--- src/rtl/idma_data_fifo_drain_ctrl.sv ---
// Destination-side drain sequencer for the iDMA dual-clock data FIFO.
// Optional stall counter: define IDMA_DRAIN_PERF_CNT_EN.
module idma_data_fifo_drain_ctrl #(
    parameter int FIFO_WIDTH   = 288,
    parameter int FIFO_CNT_WID = 7,
    parameter int LEN_W        = 8,
    parameter int BURST_MIN    = 4,
    parameter int FLUSH_CYC    = 4
) (
    input  logic                    clk,
    input  logic                    rstn,
    input  logic                    cmd_valid,
    output logic                    cmd_ready,
    input  logic [LEN_W-1:0]        cmd_len,
    input  logic                    flush_req,
    output logic                    fifo_pop,
    input  logic [FIFO_WIDTH-1:0]   fifo_data,
    input  logic                    fifo_empty,
    input  logic [FIFO_CNT_WID-1:0] fifo_word_cnt,
    output logic                    fifo_init,
    output logic                    out_valid,
    input  logic                    out_ready,
    output logic [FIFO_WIDTH-2:0]   out_data,
    output logic                    out_last,
    output logic                    done,
    output logic                    err_last,
    output logic                    busy,
    output logic [31:0]             perf_stall_cnt
);

    localparam int REM_W = LEN_W + 1;
    localparam int FC_W  = $clog2(FLUSH_CYC + 1);

    typedef enum logic [1:0] {
        IDLE  = 2'd0,
        WAIT  = 2'd1,
        XFER  = 2'd2,
        FLUSH = 2'd3
    } state_e;

    state_e state_q, state_d;

    logic [REM_W-1:0]      rem_q;
    logic [REM_W-1:0]      pops_q;
    logic [REM_W-1:0]      pops_nxt;
    logic [REM_W-1:0]      thr;
    logic [FC_W-1:0]       fcnt_q;
    logic                  stage_v_q;
    logic                  last_q;
    logic                  err_q;
    logic [FIFO_WIDTH-2:0] data_q;

    logic cmd_hs;
    logic acc;
    logic pops_left;
    logic is_final;
    logic occ_ok;
    logic pop_en;
    logic xfer_done;
    logic flush_end;

    assign cmd_hs    = cmd_valid & cmd_ready;
    assign acc       = stage_v_q & out_ready;
    assign pops_nxt  = pops_q + REM_W'(1);
    assign pops_left = pops_q < rem_q;
    assign is_final  = pops_nxt == rem_q;
    assign thr       = (rem_q < REM_W'(BURST_MIN)) ? rem_q : REM_W'(BURST_MIN);
    assign occ_ok    = 32'(fifo_word_cnt) >= 32'(thr);
    assign xfer_done = (state_q == XFER) & ~pops_left & ~stage_v_q;
    assign flush_end = fcnt_q == FC_W'(FLUSH_CYC - 1);
    assign pop_en    = (state_q == XFER) & ~flush_req & ~fifo_empty
                     & (~stage_v_q | acc) & pops_left;

    always_ff @(posedge clk or negedge rstn) begin
        if (!rstn) begin
            state_q <= IDLE;
        end else begin
            state_q <= state_d;
        end
    end

    always_comb begin
        state_d = state_q;
        if (flush_req) begin
            state_d = FLUSH;
        end else begin
            unique case (state_q)
                IDLE:    if (cmd_hs)    state_d = WAIT;
                WAIT:    if (occ_ok)    state_d = XFER;
                XFER:    if (xfer_done) state_d = IDLE;
                FLUSH:   if (flush_end) state_d = IDLE;
                default: state_d = IDLE;
            endcase
        end
    end

    // rstn gates cmd_ready so nothing is accepted while reset is held
    always_comb begin
        cmd_ready = rstn & (state_q == IDLE) & ~flush_req;
        fifo_pop  = pop_en;
        fifo_init = state_q == FLUSH;
        done      = xfer_done & ~flush_req;
        busy      = (state_q != IDLE) | stage_v_q;
        out_valid = stage_v_q;
        out_data  = data_q;
        out_last  = last_q;
        err_last  = err_q;
    end

    always_ff @(posedge clk or negedge rstn) begin
        if (!rstn) begin
            rem_q     <= '0;
            pops_q    <= '0;
            fcnt_q    <= '0;
            stage_v_q <= 1'b0;
            last_q    <= 1'b0;
            err_q     <= 1'b0;
            data_q    <= '0;
        end else if (flush_req) begin
            rem_q     <= '0;
            pops_q    <= '0;
            fcnt_q    <= '0;
            stage_v_q <= 1'b0;
            last_q    <= 1'b0;
            err_q     <= 1'b0;
            data_q    <= '0;
        end else begin
            if (cmd_hs) begin
                rem_q  <= REM_W'(cmd_len) + REM_W'(1);
                pops_q <= '0;
            end
            if (state_q == FLUSH) begin
                fcnt_q <= fcnt_q + FC_W'(1);
            end
            if (pop_en) begin
                data_q    <= fifo_data[FIFO_WIDTH-2:0];
                last_q    <= is_final;
                stage_v_q <= 1'b1;
                pops_q    <= pops_nxt;
                if (fifo_data[FIFO_WIDTH-1] != is_final) begin
                    err_q <= 1'b1;
                end
            end else if (acc) begin
                stage_v_q <= 1'b0;
                last_q    <= 1'b0;
            end
        end
    end

`ifdef IDMA_DRAIN_PERF_CNT_EN
    logic [31:0] perf_q;
    logic        stall;

    assign stall = (state_q == XFER)
                 & ((stage_v_q & ~out_ready)
                 | (~stage_v_q & fifo_empty & pops_left));

    always_ff @(posedge clk or negedge rstn) begin
        if (!rstn) begin
            perf_q <= '0;
        end else if (flush_req) begin
            perf_q <= '0;
        end else if (stall && (perf_q != 32'hFFFF_FFFF)) begin
            perf_q <= perf_q + 32'd1;
        end
    end

    assign perf_stall_cnt = perf_q;
`else
    assign perf_stall_cnt = 32'd0;
`endif

endmodule

--- config.mk ---
export PLATFORM = sky130hd
export DESIGN_NAME = idma_data_fifo_drain_ctrl
export DESIGN_NICKNAME = d
export VERILOG_FILES = /design/src/rtl/idma_data_fifo_drain_ctrl.sv
export SDC_FILE = /design/constraint.sdc
export NUM_CORES = 1
export LEC_CHECK = 0
export CORE_AREA = 3 3 246 248
export CTS_BUF_LIST = sky130_fd_sc_hd__clkbuf_4
export DETAILED_ROUTE_END_ITERATION = 7
export DIE_AREA = 0 0 249 251
export PLACE_DENSITY_LB_ADDON = 0.15
export SLEW_MARGIN = 40
export SYNTH_ARGS = -nofsm -noshare
export SYNTH_HDL_FRONTEND = slang
export SYNTH_SLANG_ARGS = --single-unit
--- constraint.sdc ---
create_clock -name clk -period 2.65 [get_ports clk]
set_clock_uncertainty 0.1 [all_clocks]
set_input_delay 0.53 -clock clk [delete_from_list [all_inputs] [get_ports clk]]
set_output_delay 0.53 -clock clk [all_outputs]
set_load 0.02 [all_outputs]
==> impl_metrics.csv <==
group,metric,value,unit
status,outcome,"finished with violations",
status,violations,"setup timing",
synth,synth_compound_area_share,1.95,%
sta,setup_viol,122,
sta,rsz0062_at_grt,"yes",
sta,period_share,117,%
floorplanning,die_y,251,µm
place,place_inst,2826,
synth,synthArstFlopShare,100,%
place,dp_hpwl,35000,µm
sta,period_needed,3110,ps
floorplanning,rows,89,
layout,syn2layout_area_growth,61.1,%
synth,synth_area,14200,µm²
synth,yosysWarnings,0,
pwr,totalPowerFinal,11.1,mW
route,detail-route-antenna-nets,0,
place,port_buffers,603,
setup_path,end_kind,"primary output",
synth,synth_fa_ha_area_share,1.76,%
synth,synth_mux_area_share,0.291,%
clock_network,cts_made_buffers,95,
pwr,sequentialPowerShare,44.7,%
run,maxCapViolCount,0,
clock_network,clock_latency,800,ps
clock_network,htree_levels,3,
clock_network,cts_max_path_buffers,3,
clock_network,cts.clk_slew.worst_paths,70,ps
route,vias,13100,
setup_path,path_max_fanout,2,
route,drc_errors,0,
clock_network,clock-sinks,313,
layout,final.fill_count,5867,
sta,fmax,322,MHz
synth,synth_top_family_by_area,"simple AND/OR/NAND/NOR gates",
pwr,irDropWorstVdd,0.000271,V
floorplanning,fp.dieArea,62500,µm²
route,routed.top_layer,"met5",
global_routing,track_usage,16.9,%
global_routing,grt_pass1_vias,13500,
synth,syn_avg_cell_area,9.44,µm²
floorplanning,initial_core_util,24.2,%
route,wl_met2,27500,µm
pwr,p_leak,11.1,nW
clock_network,cts_root_buffer,"clkbuf_4",
sta,tightest_slew,743,ps
synth,synth_area_leader_cell,"dfrtp_1",
setup_path,slowest_delay,390,ps
floorplanning,core,58700,µm²
sta,timing.slew.headroom,50.5,%
global_routing,antenna_found_initial,7,
synth,synth_edf_count,0,
setup_path,required,2020,ps
route,avgViaCountPerCell,4.33,
pwr,clockPowerShare,42.2,%
synth,synth_common_cells,"593 x nand2_1, 313 x dfrtp_1, 290 x nand3b_1",
route,dr.first_iter.drc_count,573,
setup_path,arrival,2480,ps
synth,yosys_most_used_dff,"dfrtp_1",
synth,ys_ff_latch,313,
layout,stdcell_count,3026,
synth,synth_top_area_share,55.1,%
layout,nNetsFinal,2509,
synth,synth_xor_area_share,1.17,%
global_routing,grt_overflow,0,
setup_path,critical-path-top-delay-family,"compound AO/OA/AOI/OAI gates",
setup_path,cp_cell_sequence,"inv_2, ha_4, a211oi_4, nand2_1, o31a_1, or2_4, inv_8, buf_6",
layout,finish.instance_area,22900,µm²
place,gp_congestion,0.796,
setup_path,cp_slowest_cell,"dfrtp_1",
route,firstDrtPassIters,5,
sta,finalWorstSetupSlack,-459,ps
sta,drv_slew,0,
route,finalWirelength,55200,µm
synth,yosysSeqAreaShare,55.1,%
pwr,cellPowerDensity,483,nW/µm²
global_routing,grt_pass1_wl,82600,µm
sta,hold_violations,0,
floorplanning,io_pins,636,
pwr,combPwrFrac,13.2,%
synth,synthTopCellsByArea,"dfrtp_1 55%, nand2_1 16%, nand3b_1 15%",
clock_network,cts_tree,"built",
synth,synthSimpleGateAreaFrac,33.6,%
route,wl_met3,4440,µm
route,routedWlPerCell,18.2,µm
worst_hold_path,hold_path_class,"in -> reg",
place,place_area,21000,µm²
global_routing,grt_max_degree,158,
setup_path,cp_num_buf_inv,3,
floorplanning,die_w,249,µm
place,post-place-ws,-284,ps
pwr,switchingPower,2.94,mW
synth,synthCells,1505,
pwr,switching_share,26.6,%
synth,ys_types,45,
setup_path,worstSetupPathType,"reg -> out",
route,wl_met1,21600,µm
pwr,p_int,8.12,mW
setup_path,worstSetupStartpointType,"register",
sta,finalHoldWorstSlack,151,ps
synth,synth_most_common_cell,"nand2_1",
layout,final_layout_size_suffix_gt1_share,10.7,%
path summary, 6_finish.rpt:
check                                     startpoint                         to  slack [ps]  cells after the start
setup / recovery                rem_q[8]$_DFFE_PN0P_                   fifo_pop        -460                      8
hold / removal                         fifo_data[84]   out_data[84]$_DFFE_PN0P_         150                      3
setup reg to reg                rem_q[8]$_DFFE_PN0P_  out_data[174]$_DFFE_PN0P_        -100                     12
hold reg to reg            out_data[115]$_DFFE_PN0P_  out_data[115]$_DFFE_PN0P_         400                      2
max in group asynchronous                       rstn  out_data[180]$_DFFE_PN0P_         730                      4
min in group asynchronous                       rstn       rem_q[2]$_DFFE_PN0P_         160                      2
worst min-delay path, stage by stage:
cell and delay [ps]:
clkdlybuf4s50_1 400, nand2_1 50, nand2_1 40
what timing repair did:
| action | CTS | global route |
|---|---|---|
| setup endpoints to repair | 299 | 303 |
| pin swaps | 9 | 4 |
| hold buffers | 5 | 0 |
| gates cloned | 10 | 3 |
| setup buffers | 15 | 7 |
| resized for setup | 44 | 20 |
| endpoints found under the hold margin | 133 | 0 |
per-layer routing:
layer  vias up  track usage (%)
li1       6265                -
met1      6272             19.8
met2       471             28.3
met3        94             5.72
met4         2             7.20
met5         -                0
power by group through the flow:
stage	clock [mW]	combinational [mW]	sequential [mW]
after floorplan	0	0.414	5.12
after global placement	0	1.37	5.03
after detailed placement	0	1.37	5.03
after CTS	4.95	1.48	4.94
after global routing	5.22	1.58	4.95
final	4.66	1.46	4.94
sequential cells by signal, summed over array words and instances, names as in the netlist:
register   cells
out_last       1
state_q        2
out_valid      1
fcnt_q         3
err_last       1
pops_q         9
out_data     287
rem_q          9
layout make-up:
type | instances | area, µm² | area share (%)
Clock buffer | 136 | 1020 | 4.46
Antenna cell | 5 | 12.5 | 0.0547
Inverter | 17 | 71.3 | 0.312
Clock inverter | 29 | 148 | 0.645
Sequential cell | 313 | 7830 | 34.2
Timing Repair Buffer | 681 | 7090 | 31.0
Multi-Input combinational cell | 1072 | 5750 | 25.1
Tap cell | 773 | 967 | 4.23
cell usage in the layout (no fill, tap or decap), drive strengths merged, types with 4 or more instances in the layout:
master,synthesis,final
diode,0,5
nand3,18,18
nor3,5,5
nand3b,290,290
nor2,15,15
bufbuf,0,5
clkdlybuf4s50,0,596
or3,5,5
buf,91,72
clkinv,1,26
inv,16,17
o21ai,15,15
a21oi,7,7
a211oi,6,6
conb,2,36
nor2b,4,4
xnor2,10,10
xor2,9,9
dlygate4sd3,0,5
and3,5,5
clkbuf,46,139
dfrtp,313,313
ha,20,20
nand2,593,593
stage by stage:
| step | utilization (%) | TNS, ps |
|---|---|---|
| 2_1_floorplan | - | 0 |
| 3_3_place_gp | 35.8 | -28130 |
| 3_5_place_dp | 35.9 | -37120 |
| 4_1_cts | 38.7 | -16550 |
| 5_1_grt | 39.0 | -41880 |
| 6_report | 39.0 | -6200 |
cells by family after synthesis:
group                      count (synthesis)
xor gates and xnor gates                  19
muxes                                      4
other                                      2
AOI/OAI and AO/OA                         42
adders and majority gates                 20
buffers and inverters                    154
DFF                                      313
and+or+nand+nor                          951
Power figures use the tool's default switching activity.
